$ cat src/rtl/ysyx_22040125_wbu_if.sv
// Writeback-unit bus bundle: EXU/LSU writeback requests, register-file write port,
// decode-stage hazard query and queue status.
interface ysyx_22040125_wbu_if;
  localparam int unsigned RW   = 5;
  localparam int unsigned XLEN = 64;

  logic            exu_valid;
  logic [RW-1:0]   exu_rd;
  logic [XLEN-1:0] exu_data;
  logic            exu_ready;

  logic            lsu_valid;
  logic [RW-1:0]   lsu_rd;
  logic [XLEN-1:0] lsu_data;
  logic            lsu_ready;

  logic            en;
  logic [RW-1:0]   addr_rd;
  logic [XLEN-1:0] data_rd;

  logic [RW-1:0]   q_rs1;
  logic [RW-1:0]   q_rs2;
  logic            busy_rs1;
  logic            busy_rs2;
  logic            fwd_hit_rs1;
  logic [XLEN-1:0] fwd_data_rs1;
  logic            fwd_hit_rs2;
  logic [XLEN-1:0] fwd_data_rs2;

  logic            empty;
  logic            full;

  modport slave (
    input  exu_valid, exu_rd, exu_data, lsu_valid, lsu_rd, lsu_data, q_rs1, q_rs2,
    output exu_ready, lsu_ready, en, addr_rd, data_rd, busy_rs1, busy_rs2,
           fwd_hit_rs1, fwd_data_rs1, fwd_hit_rs2, fwd_data_rs2, empty, full
  );

  modport master (
    output exu_valid, exu_rd, exu_data, lsu_valid, lsu_rd, lsu_data, q_rs1, q_rs2,
    input  exu_ready, lsu_ready, en, addr_rd, data_rd, busy_rs1, busy_rs2,
           fwd_hit_rs1, fwd_data_rs1, fwd_hit_rs2, fwd_data_rs2, empty, full
  );
endinterface

$ cat src/rtl/ysyx_22040125_wbu.sv
// Writeback unit: 4-entry in-order queue merging EXU/LSU results into one regfile write port.
// Define YSYX_22040125_WBU_FWD_EN to enable forwarding of pending values to decode.
module ysyx_22040125_wbu (
  input  logic                      clk,
  input  logic                      rst_n,
  ysyx_22040125_wbu_if.slave        wb
);
  localparam int unsigned DEPTH = 4;
  localparam int unsigned RW    = 5;
  localparam int unsigned XLEN  = 64;
  localparam int unsigned PW    = 2;
  localparam int unsigned CW    = 3;

  typedef struct packed {
    logic [RW-1:0]   rd;
    logic [XLEN-1:0] data;
  } wb_entry_t;

  wb_entry_t       mem_q [DEPTH];
  wb_entry_t       mem_d [DEPTH];
  logic [PW-1:0]   rptr_q, rptr_d;
  logic [PW-1:0]   wptr_q, wptr_d;
  logic [CW-1:0]   count_q, count_d;

  logic            has_room_c;
  logic            lsu_fire_c;
  logic            exu_fire_c;
  logic            push_c;
  logic            pop_c;
  wb_entry_t       push_entry_c;
  wb_entry_t       head_c;
  logic            busy1_c, busy2_c;

  // Full blocks both producers even while draining; LSU wins a tie.
  assign has_room_c   = rst_n && (count_q < CW'(DEPTH));
  assign lsu_fire_c   = wb.lsu_valid && has_room_c;
  assign exu_fire_c   = wb.exu_valid && has_room_c && !wb.lsu_valid;
  assign push_entry_c = lsu_fire_c ? wb_entry_t'{rd: wb.lsu_rd, data: wb.lsu_data}
                                   : wb_entry_t'{rd: wb.exu_rd, data: wb.exu_data};
  assign push_c       = (lsu_fire_c || exu_fire_c) && (push_entry_c.rd != '0);
  assign pop_c        = (count_q != '0);

  assign wb.lsu_ready = has_room_c;
  assign wb.exu_ready = has_room_c && !wb.lsu_valid;

  always_comb begin
    mem_d   = mem_q;
    wptr_d  = wptr_q;
    rptr_d  = rptr_q;
    count_d = count_q + CW'(push_c) - CW'(pop_c);
    if (push_c) begin
      mem_d[wptr_q] = push_entry_c;
      wptr_d        = wptr_q + PW'(1);
    end
    if (pop_c) begin
      rptr_d = rptr_q + PW'(1);
    end
  end

  always_ff @(posedge clk) begin
    if (!rst_n) begin
      count_q <= '0;
      rptr_q  <= '0;
      wptr_q  <= '0;
    end else begin
      count_q <= count_d;
      rptr_q  <= rptr_d;
      wptr_q  <= wptr_d;
    end
  end

  // Payload storage needs no reset; occupancy is tracked by count/pointers.
  always_ff @(posedge clk) begin
    mem_q <= mem_d;
  end

  assign head_c     = mem_q[rptr_q];
  assign wb.en      = pop_c;
  assign wb.addr_rd = pop_c ? head_c.rd   : '0;
  assign wb.data_rd = pop_c ? head_c.data : '0;
  assign wb.empty   = (count_q == '0);
  assign wb.full    = (count_q == CW'(DEPTH));

`ifdef YSYX_22040125_WBU_FWD_EN
  logic [XLEN-1:0] fwd1_c, fwd2_c;
`endif

  // Scan oldest to youngest so the last match is the youngest pending value.
  always_comb begin
    busy1_c = 1'b0;
    busy2_c = 1'b0;
`ifdef YSYX_22040125_WBU_FWD_EN
    fwd1_c  = '0;
    fwd2_c  = '0;
`endif
    for (int i = 0; i < DEPTH; i++) begin
      if (CW'(i) < count_q) begin
        if ((wb.q_rs1 != '0) && (mem_q[rptr_q + PW'(i)].rd == wb.q_rs1)) begin
          busy1_c = 1'b1;
`ifdef YSYX_22040125_WBU_FWD_EN
          fwd1_c  = mem_q[rptr_q + PW'(i)].data;
`endif
        end
        if ((wb.q_rs2 != '0) && (mem_q[rptr_q + PW'(i)].rd == wb.q_rs2)) begin
          busy2_c = 1'b1;
`ifdef YSYX_22040125_WBU_FWD_EN
          fwd2_c  = mem_q[rptr_q + PW'(i)].data;
`endif
        end
      end
    end
  end

  assign wb.busy_rs1 = busy1_c;
  assign wb.busy_rs2 = busy2_c;

`ifdef YSYX_22040125_WBU_FWD_EN
  assign wb.fwd_hit_rs1  = busy1_c;
  assign wb.fwd_hit_rs2  = busy2_c;
  assign wb.fwd_data_rs1 = fwd1_c;
  assign wb.fwd_data_rs2 = fwd2_c;
`else
  assign wb.fwd_hit_rs1  = 1'b0;
  assign wb.fwd_hit_rs2  = 1'b0;
  assign wb.fwd_data_rs1 = '0;
  assign wb.fwd_data_rs2 = '0;
`endif
endmodule
$ cat src/flat_wrapper.sv
// flat-port wrapper written by rule: the top's interface ports become plain ports
module ysyx_22040125_wbu_flat 
  (clk, rst_n, wb_exu_valid, wb_exu_rd, wb_exu_data, wb_lsu_valid, wb_lsu_rd, wb_lsu_data, wb_q_rs1, wb_q_rs2, wb_exu_ready, wb_lsu_ready, wb_en, wb_addr_rd, wb_data_rd, wb_busy_rs1, wb_busy_rs2, wb_fwd_hit_rs1, wb_fwd_data_rs1, wb_fwd_hit_rs2, wb_fwd_data_rs2, wb_empty, wb_full);
  ysyx_22040125_wbu_if wb_i ();
  input  logic clk;
  input  logic rst_n;
  input wire logic [$bits(wb_i.exu_valid)-1:0] wb_exu_valid;
  input wire logic [$bits(wb_i.exu_rd)-1:0] wb_exu_rd;
  input wire logic [$bits(wb_i.exu_data)-1:0] wb_exu_data;
  input wire logic [$bits(wb_i.lsu_valid)-1:0] wb_lsu_valid;
  input wire logic [$bits(wb_i.lsu_rd)-1:0] wb_lsu_rd;
  input wire logic [$bits(wb_i.lsu_data)-1:0] wb_lsu_data;
  input wire logic [$bits(wb_i.q_rs1)-1:0] wb_q_rs1;
  input wire logic [$bits(wb_i.q_rs2)-1:0] wb_q_rs2;
  output wire logic [$bits(wb_i.exu_ready)-1:0] wb_exu_ready;
  output wire logic [$bits(wb_i.lsu_ready)-1:0] wb_lsu_ready;
  output wire logic [$bits(wb_i.en)-1:0] wb_en;
  output wire logic [$bits(wb_i.addr_rd)-1:0] wb_addr_rd;
  output wire logic [$bits(wb_i.data_rd)-1:0] wb_data_rd;
  output wire logic [$bits(wb_i.busy_rs1)-1:0] wb_busy_rs1;
  output wire logic [$bits(wb_i.busy_rs2)-1:0] wb_busy_rs2;
  output wire logic [$bits(wb_i.fwd_hit_rs1)-1:0] wb_fwd_hit_rs1;
  output wire logic [$bits(wb_i.fwd_data_rs1)-1:0] wb_fwd_data_rs1;
  output wire logic [$bits(wb_i.fwd_hit_rs2)-1:0] wb_fwd_hit_rs2;
  output wire logic [$bits(wb_i.fwd_data_rs2)-1:0] wb_fwd_data_rs2;
  output wire logic [$bits(wb_i.empty)-1:0] wb_empty;
  output wire logic [$bits(wb_i.full)-1:0] wb_full;
  assign wb_i.exu_valid = wb_exu_valid;
  assign wb_i.exu_rd = wb_exu_rd;
  assign wb_i.exu_data = wb_exu_data;
  assign wb_i.lsu_valid = wb_lsu_valid;
  assign wb_i.lsu_rd = wb_lsu_rd;
  assign wb_i.lsu_data = wb_lsu_data;
  assign wb_i.q_rs1 = wb_q_rs1;
  assign wb_i.q_rs2 = wb_q_rs2;
  assign wb_exu_ready = wb_i.exu_ready;
  assign wb_lsu_ready = wb_i.lsu_ready;
  assign wb_en = wb_i.en;
  assign wb_addr_rd = wb_i.addr_rd;
  assign wb_data_rd = wb_i.data_rd;
  assign wb_busy_rs1 = wb_i.busy_rs1;
  assign wb_busy_rs2 = wb_i.busy_rs2;
  assign wb_fwd_hit_rs1 = wb_i.fwd_hit_rs1;
  assign wb_fwd_data_rs1 = wb_i.fwd_data_rs1;
  assign wb_fwd_hit_rs2 = wb_i.fwd_hit_rs2;
  assign wb_fwd_data_rs2 = wb_i.fwd_data_rs2;
  assign wb_empty = wb_i.empty;
  assign wb_full = wb_i.full;
  ysyx_22040125_wbu u_core (.clk(clk), .rst_n(rst_n), .wb(wb_i));
endmodule
$ cat config.mk
export PLATFORM = sky130hd
export DESIGN_NAME = ysyx_22040125_wbu_flat
export DESIGN_NICKNAME = d
export VERILOG_FILES = /design/src/rtl/ysyx_22040125_wbu_if.sv /design/src/rtl/ysyx_22040125_wbu.sv /design/src/flat_wrapper.sv
export SDC_FILE = /design/constraint.sdc
export NUM_CORES = 1
export LEC_CHECK = 0
export BUFFER_PORTS_ARGS = -buffer_cell sky130_fd_sc_hd__buf_2
export CAP_MARGIN = 20
export CORE_UTILIZATION = 35
export DETAILED_ROUTE_END_ITERATION = 12
export PLACE_DENSITY_LB_ADDON = 0.1
export SETUP_SLACK_MARGIN = 0.5
export SLEW_MARGIN = 40
export SYNTH_ARGS = -nofsm -noshare
export SYNTH_HDL_FRONTEND = slang
export SYNTH_SLANG_ARGS = --single-unit
$ cat constraint.sdc
create_clock -name clk -period 8.45 [get_ports clk]
set_input_delay 0.4225 -clock clk [delete_from_list [all_inputs] [get_ports clk]]
set_output_delay 0.4225 -clock clk [all_outputs]
set_load 0.005 [all_outputs]
==> results by group, run 1 <==
Cells and area
  • Area delta synth->final: 15.6%
  • Layout fillers: 3560
  • Most frequent cells in the layout: 276 x edfxtp_1, 227 x buf_2, 130 x conb_1, 75 x mux2_2, 70 x mux4_2
  • Layout cell share with drive strength beyond 1: 40.1%
  • Final nets: 1219
  • Fin util: 41.0%
  • Most common cell after layout, fill and taps aside: edfxtp_1

Critical path
  • Crit. End Element: output pin
  • WS Path Type: flip-flop to output pin
  • Crit-path slowest cell: dfxtp_4
  • Critical Path RT: 8.03 ns
  • Worst path cell trace: buf_6 > mux2i_1 > mux2i_1 > xor2_1 > a2111o_1 > a21o_1 > a21oi_2 > buf_2
  • Critical Path Most Common Cell: mux2i_1
  • CP max stage delay: 0.77 ns
  • Critical path arrival: 3.54 ns
  • Crit path launch type: flip-flop
  • Max FO, Critical Path: 40

Global route
  • Vias in the first global route: 7207
  • First-pass GRT wire length: 43200 um
  • Initial antenna violation count: 0
  • Total gr overflow: 0
  • Largest net degree at the start of global routing: 70
  • Gr usage total: 14.6%

Place
  • Global placement routability congestion: 0.858
  • Place WS: 4.74 ns
  • Hpwl dp: 18300 um
  • I/O Buffers: 227

Timing
  • Setup slack after layout: 4.49 ns
  • Max_slew headroom: 48.6%
  • Hold_ws: 0.196 ns
  • Final Skew: 0.0199 ns
  • # setup viols final: 0
  • RSZ-0062 raised after global routing: no
  • Endpoints failing hold: 0
  • Crit share post-route: 46.9%
  • Sum of negative setup slack: 0 ns
  • Max Slew Vio Count: 0
  • Worst-Margin Slew: 0.771 ns
  • Tmin final: 3.96 ns
  • Fmax: 252 MHz

Routing
  • WL per Instance: 18.2 um
  • DR vias: 7314
  • Via-to-Cell Ratio: 4.57
  • Residual DRC count: 0
  • Wirelength, routed: 29100 um
  • Routed Antenna Nets: 0
  • Drt pass-1 iters: 4
  • Drt initial violations: 332

Synthesis
  • Synth cell types: 46
  • XOR/XNOR share of the synthesized area: 2.88%
  • EDFF count, synth: 276
  • Syn Inst Count: 832
  • Synthesized-area fraction occupied by adder cells: 0.969%
  • Area contributors post-synth: edfxtp_1 61%, mux4_2 12%, buf_4 7.2%, mux2_2 6.2%, nor2b_1 3.2%
  • Simple-gate share of the synthesized area: 5.14%
  • Largest family of logic cells by synthesized area: multiplexers
  • Main synth FF type: edfxtp_1
  • Synth Warn #: 0
  • Mapped Area: 13700 um^2
  • Cell taking the most area after synthesis: edfxtp_1
  • Mapped Avg Cell Area: 16.5 um^2
  • FF+latch count, synth: 283
  • Complex-gate fraction of the synthesized area: 1.06%
  • Post-synth ARST share: 0%
  • Mux contribution to synthesized area: 19.5%
  • Post-synth top area share: 60.5%
  • Sequential area share after synthesis: 61.5%

Clock tree
  • Setup bufs post-CTS: 0
  • H-tree Lvls: 1
  • Worst-Skew Late Latency: 0.55 ns
  • CTS tree: done
  • Post-CTS Hold Buffers: 0
  • Clk slew on worst S/H paths: 0.06 ns
  • Clk root buf: clkbuf_16
  • CTS Buf Count: 31
  • Cts repair resizes: 0
  • CTS Sinks: 283
  • Bufs on Longest Clock Path: 3

Status
  • Status: finished, final reports clean

Pwr
  • Leakage Power: 5.82 nW
  • Pwr Density: 291 nW/um^2
  • Maximum VDD drop: 130 uV

Floorplan
  • Placeable core area: 38600 um^2
  • Num rows: 72
  • Top Ports: 358
  • Full die area: 39900 um^2
  • Die width: 200 um
  • Die Ht: 200 um
  • Initial core utilization: 35.4%

Job
  • Max-cap violation count: 0

Hold path
  • Worst min path class: input pin to flip-flop
==> flip-flops by register name, indices dropped and copies added, names as in the netlist <==
| signal | cells |
|---|---|
| u_core.count_q | 3 |
| u_core.mem_q | 276 |
| u_core.rptr_q | 2 |
| u_core.wptr_q | 2 |
==> final cells by class <==
cell class / instances / area [um^2] / area share (%)
antenna: 1 / 2.50 / 0.0158
clock buffer: 40 / 810 / 5.11
clock inverter: 17 / 131 / 0.830
inverter: 9 / 33.8 / 0.213
multi-input combinational: 495 / 4560 / 28.8
sequential: 283 / 8440 / 53.3
tap: 518 / 648 / 4.09
timing repair buffer: 237 / 1220 / 7.70
==> worst max-delay path, delay by kind of cell, from the launching register on <==
family,cells,cell delay (ns)
flip-flops,1,0.77
AO/OA/AOI/OAI,3,0.74
buffers and inverters,2,0.67
multiplexers,2,0.60
XOR/XNOR,1,0.18
==> final timing paths <==
path	from	endpoint	slack [ns]	depth (start not counted)
worst max-delay path	u_core.rptr_q[0]	wb_busy_rs1	4.49	8
worst min-delay path	rst_n	u_core.count_q[1]	0.20	2
worst max register to register	u_core.count_q[2]	u_core.mem_q[15]	5.14	7
worst min register to register	u_core.wptr_q[1]	u_core.wptr_q[1]	0.57	2
==> power breakdown <==
| part | total (W) | leakage [nW] | switching, W | internal [W] |
|---|---|---|---|---|
| clock | 0.00125 | 0.459 | 0.000518 | 0.000731 |
| combinational | 0.00155 | 2.79 | 0.000785 | 0.000765 |
| sequential | 0.00181 | 2.57 | 0.000113 | 0.00169 |
| total | 0.00460 | 5.82 | 0.00142 | 0.00319 |
==> stage by stage <==
step           power (W)  instances  instance area, um^2
3_5_place_dp     0.00344       1542                14900
6_report         0.00460       1600                15800
4_1_cts          0.00471       1599                15800
3_3_place_gp     0.00345       1542                14900
5_1_grt          0.00490       1599                15800
2_1_floorplan    0.00289        961                14200
==> metal layers <==
layer	GRT usage (%)	vias to the layer above	share of wire [%]
li1	-	3338	-
met1	20.3	3664	45
met2	23.7	274	47
met3	2.44	38	6.1
met4	3.70	0	1.5
met5	0	-	0
==> cell usage after synthesis, types with 3 or more instances <==
master / instances
a21oi_1: 3
and2_1: 9
and3_1: 4
buf_1: 10
buf_2: 8
buf_4: 132
clkbuf_1: 22
dfxtp_1: 7
edfxtp_1: 276
ha_1: 9
inv_1: 8
mux2_2: 75
mux2i_1: 24
mux4_2: 70
nand2_1: 8
nand3_1: 5
nand4_1: 3
nor2_1: 9
nor2b_1: 69
nor3_1: 6
o21ai_0: 3
xnor2_1: 23
xor2_1: 22
==> cells by family (layout without fill, tap and decap cells) <==
kind of cell / count (synthesis) / count (layout)
mux: 170 / 170
flops: 283 / 283
simple gates: 120 / 120
fa+ha+maj: 10 / 10
compound gates: 20 / 20
other cells: 1 / 131
xor+xnor: 45 / 45
buf+inv: 183 / 303
Note: power is estimated with default switching activity, not from simulation.
==> inputs of run 2 (changes only) <==
==> constraint.sdc (replaced) <==
create_clock -name clk -period 3.6 [get_ports clk]
set_input_delay 0.18 -clock clk [delete_from_list [all_inputs] [get_ports clk]]
set_output_delay 0.18 -clock clk [all_outputs]
set_load 0.005 [all_outputs]
==> run 2 against run 1 <==
  * Clock skew down 0.0065 ns
  * Setup slack worse by 3.7 ns
  * Critical path depth unchanged
  * Largest cell class unchanged
  * Critical endpoint unchanged
  * Routed wire length rose by 1.7%
==> results by group, run 2 (synthesized netlist as in run 1, its figures left out) <==
Floorplan
  • Placeable core area: 38600 um^2
  • Die width: 200 um
  • Die Ht: 200 um
  • Num rows: 72
  • Top Ports: 358
  • Initial core utilization: 35.4%
  • Full die area: 39900 um^2

Critical path
  • Crit path launch type: flip-flop
  • Crit-path slowest cell: a2111o_1
  • Max FO, Critical Path: 10
  • Critical Path RT: 3.42 ns
  • Worst path cell trace: buf_12 > mux2i_1 > xor2_1 > nand3_1 > a2111o_1 > a21o_1 > a21oi_2 > buf_2
  • CP max stage delay: 0.45 ns
  • Critical R2R Launch: u_core.count_q[2]
  • Critical path arrival: 2.68 ns
  • Crit. End Element: output pin
  • WS Path Type: flip-flop to output pin
  • Worst Setup SP: u_core.rptr_q[0]

Pwr
  • Psw: 0.00334 W
  • Switching fraction of total power: 30.8%
  • Leakage Power: 6.19 nW
  • Maximum VDD drop: 316 uV
  • Clock share of power: 25.1%
  • Total power: 0.0108 W
  • Pwr Density: 648 nW/um^2
  • Internal cell power: 0.00749 W
  • Sequential share of power: 37.8%
  • Logic pwr share: 37.1%

Global route
  • Largest net degree at the start of global routing: 47
  • Initial antenna violation count: 0
  • First-pass GRT wire length: 43600 um
  • Gr usage total: 14.6%
  • Total gr overflow: 0
  • Vias in the first global route: 7455

Hold path
  • Hold Path Origin: wb_lsu_data[28]
  • Worst min path class: input pin to flip-flop

Timing
  • RSZ-0062 raised after global routing: no
  • Fmax: 350 MHz
  • Sum of negative setup slack: 0 ns
  • Crit share post-route: 79.4%
  • Endpoints failing hold: 0
  • Max_slew headroom: 56.7%
  • # setup viols final: 0
  • Tmin final: 2.86 ns
  • Setup slack after layout: 0.741 ns
  • Worst-Margin Slew: 0.650 ns
  • Max Slew Vio Count: 0
  • Final Skew: 0.0134 ns

Clock tree
  • Clk root buf: clkbuf_16
  • CTS tree: done
  • Clk slew on worst S/H paths: 0.06 ns
  • H-tree Lvls: 1
  • CTS Buf Count: 30
  • Worst-Skew Late Latency: 0.55 ns
  • Bufs on Longest Clock Path: 3
  • CTS Sinks: 283

Cells and area
  • Most frequent cells in the layout: 276 x edfxtp_1, 227 x buf_2, 130 x conb_1, 80 x dlygate4sd3_1, 75 x mux2_2
  • Reg area: 8440 um^2
  • Top Registers: u_core.mem_q: 276 flops, u_core.count_q: 3 flops
  • Max reg flops: 276
  • Area delta synth->final: 22.1%
  • Multi-input logic area: 4550 um^2
  • Layout fillers: 3545
  • Largest Register: u_core.mem_q
  • Diodes inserted: 0
  • Most common cell after layout, fill and taps aside: edfxtp_1
  • Final nets: 1310
  • Layout cell share with drive strength beyond 1: 37.5%

Job
  • Max-cap violation count: 0

Routing
  • WL per Instance: 17.5 um
  • Residual DRC count: 0
  • Routed Antenna Nets: 0
  • Drt pass-1 iters: 4
  • DR vias: 7552
  • Drt initial violations: 297
  • Via-to-Cell Ratio: 4.47
  • Wirelength, routed: 29600 um

Place
  • Hpwl dp: 19600 um
  • Place WS: 0.796 ns
  • Global placement routability congestion: 0.774
  • I/O Buffers: 227

Status
  • Status: finished, final reports clean
==> run 2: through the flow <==
| stage | hold WS (ns) | area [um^2] | util (%) | instances |
|---|---|---|---|---|
| 2_1_floorplan | 0.302 | 14200 | - | 961 |
| 3_3_place_gp | 0.520 | 15000 | 38.8 | 1550 |
| 3_5_place_dp | 0.525 | 15000 | 38.8 | 1550 |
| 4_1_cts | 0.000298 | 16700 | 43.2 | 1685 |
| 5_1_grt | 0.0105 | 16700 | 43.3 | 1688 |
| 6_report | 0.0188 | 16700 | 43.3 | 1688 |
==> run 2: repair_timing <==
action | CTS | global route
resized for setup | 1 | 2
hold buffers | 80 | 0
endpoints found under the hold margin | 167 | 0
buffers inserted | 1 | 3
endpoints found under the setup margin | 2 | 1
==> run 2: final timing paths <==
path	endpoint	slack, ns	depth (start not counted)
setup / recovery	wb_busy_rs1	0.74	8
hold / removal	u_core.mem_q[28]	0.02	2
setup reg to reg	u_core.mem_q[99]	0.86	6
hold reg to reg	u_core.wptr_q[1]	0.60	2
==> run 2: power groups by stage <==
| stage | clock (W) | sequential [W] | combinational (W) |
|---|---|---|---|
| detailed placement | 0 | 0.00421 | 0.00390 |
| global route | 0.00291 | 0.00412 | 0.00442 |
| CTS | 0.00279 | 0.00412 | 0.00408 |
| global placement | 0 | 0.00421 | 0.00394 |
| finish | 0.00272 | 0.00409 | 0.00402 |
| floorplan | 0 | 0.00409 | 0.00268 |
==> run 2: final cells by class <==
cell class              count  share of cell area (%)
clock buffers              39                    4.82
clock inverters            15                   0.359
inverters                   9                   0.202
multi-input cells         495                    27.2
flip-flops and latches    283                    50.4
well taps                 518                    3.88
repair buffers            329                    13.1
==> run 2: critical path, delay by kind of cell, from the launching register on <==
kind	cells	cell delay (ns)
AOI/OAI and AO/OA	3	0.77
buffers and inverters	2	0.27
xor gates and xnor gates	1	0.23
and+or+nand+nor	1	0.10
DFF	1	0.39
muxes	1	0.38
==> run 2: layer usage <==
| metal | up-vias | global-route usage (%) | routed length (um) |
|---|---|---|---|
| met5 | - | 0 | 0 |
| met4 | 0 | 3.03 | 451 |
| met3 | 37 | 1.83 | 1240 |
| met2 | 236 | 25.0 | 14600 |
| met1 | 3764 | 20.1 | 13300 |
| li1 | 3515 | - | - |
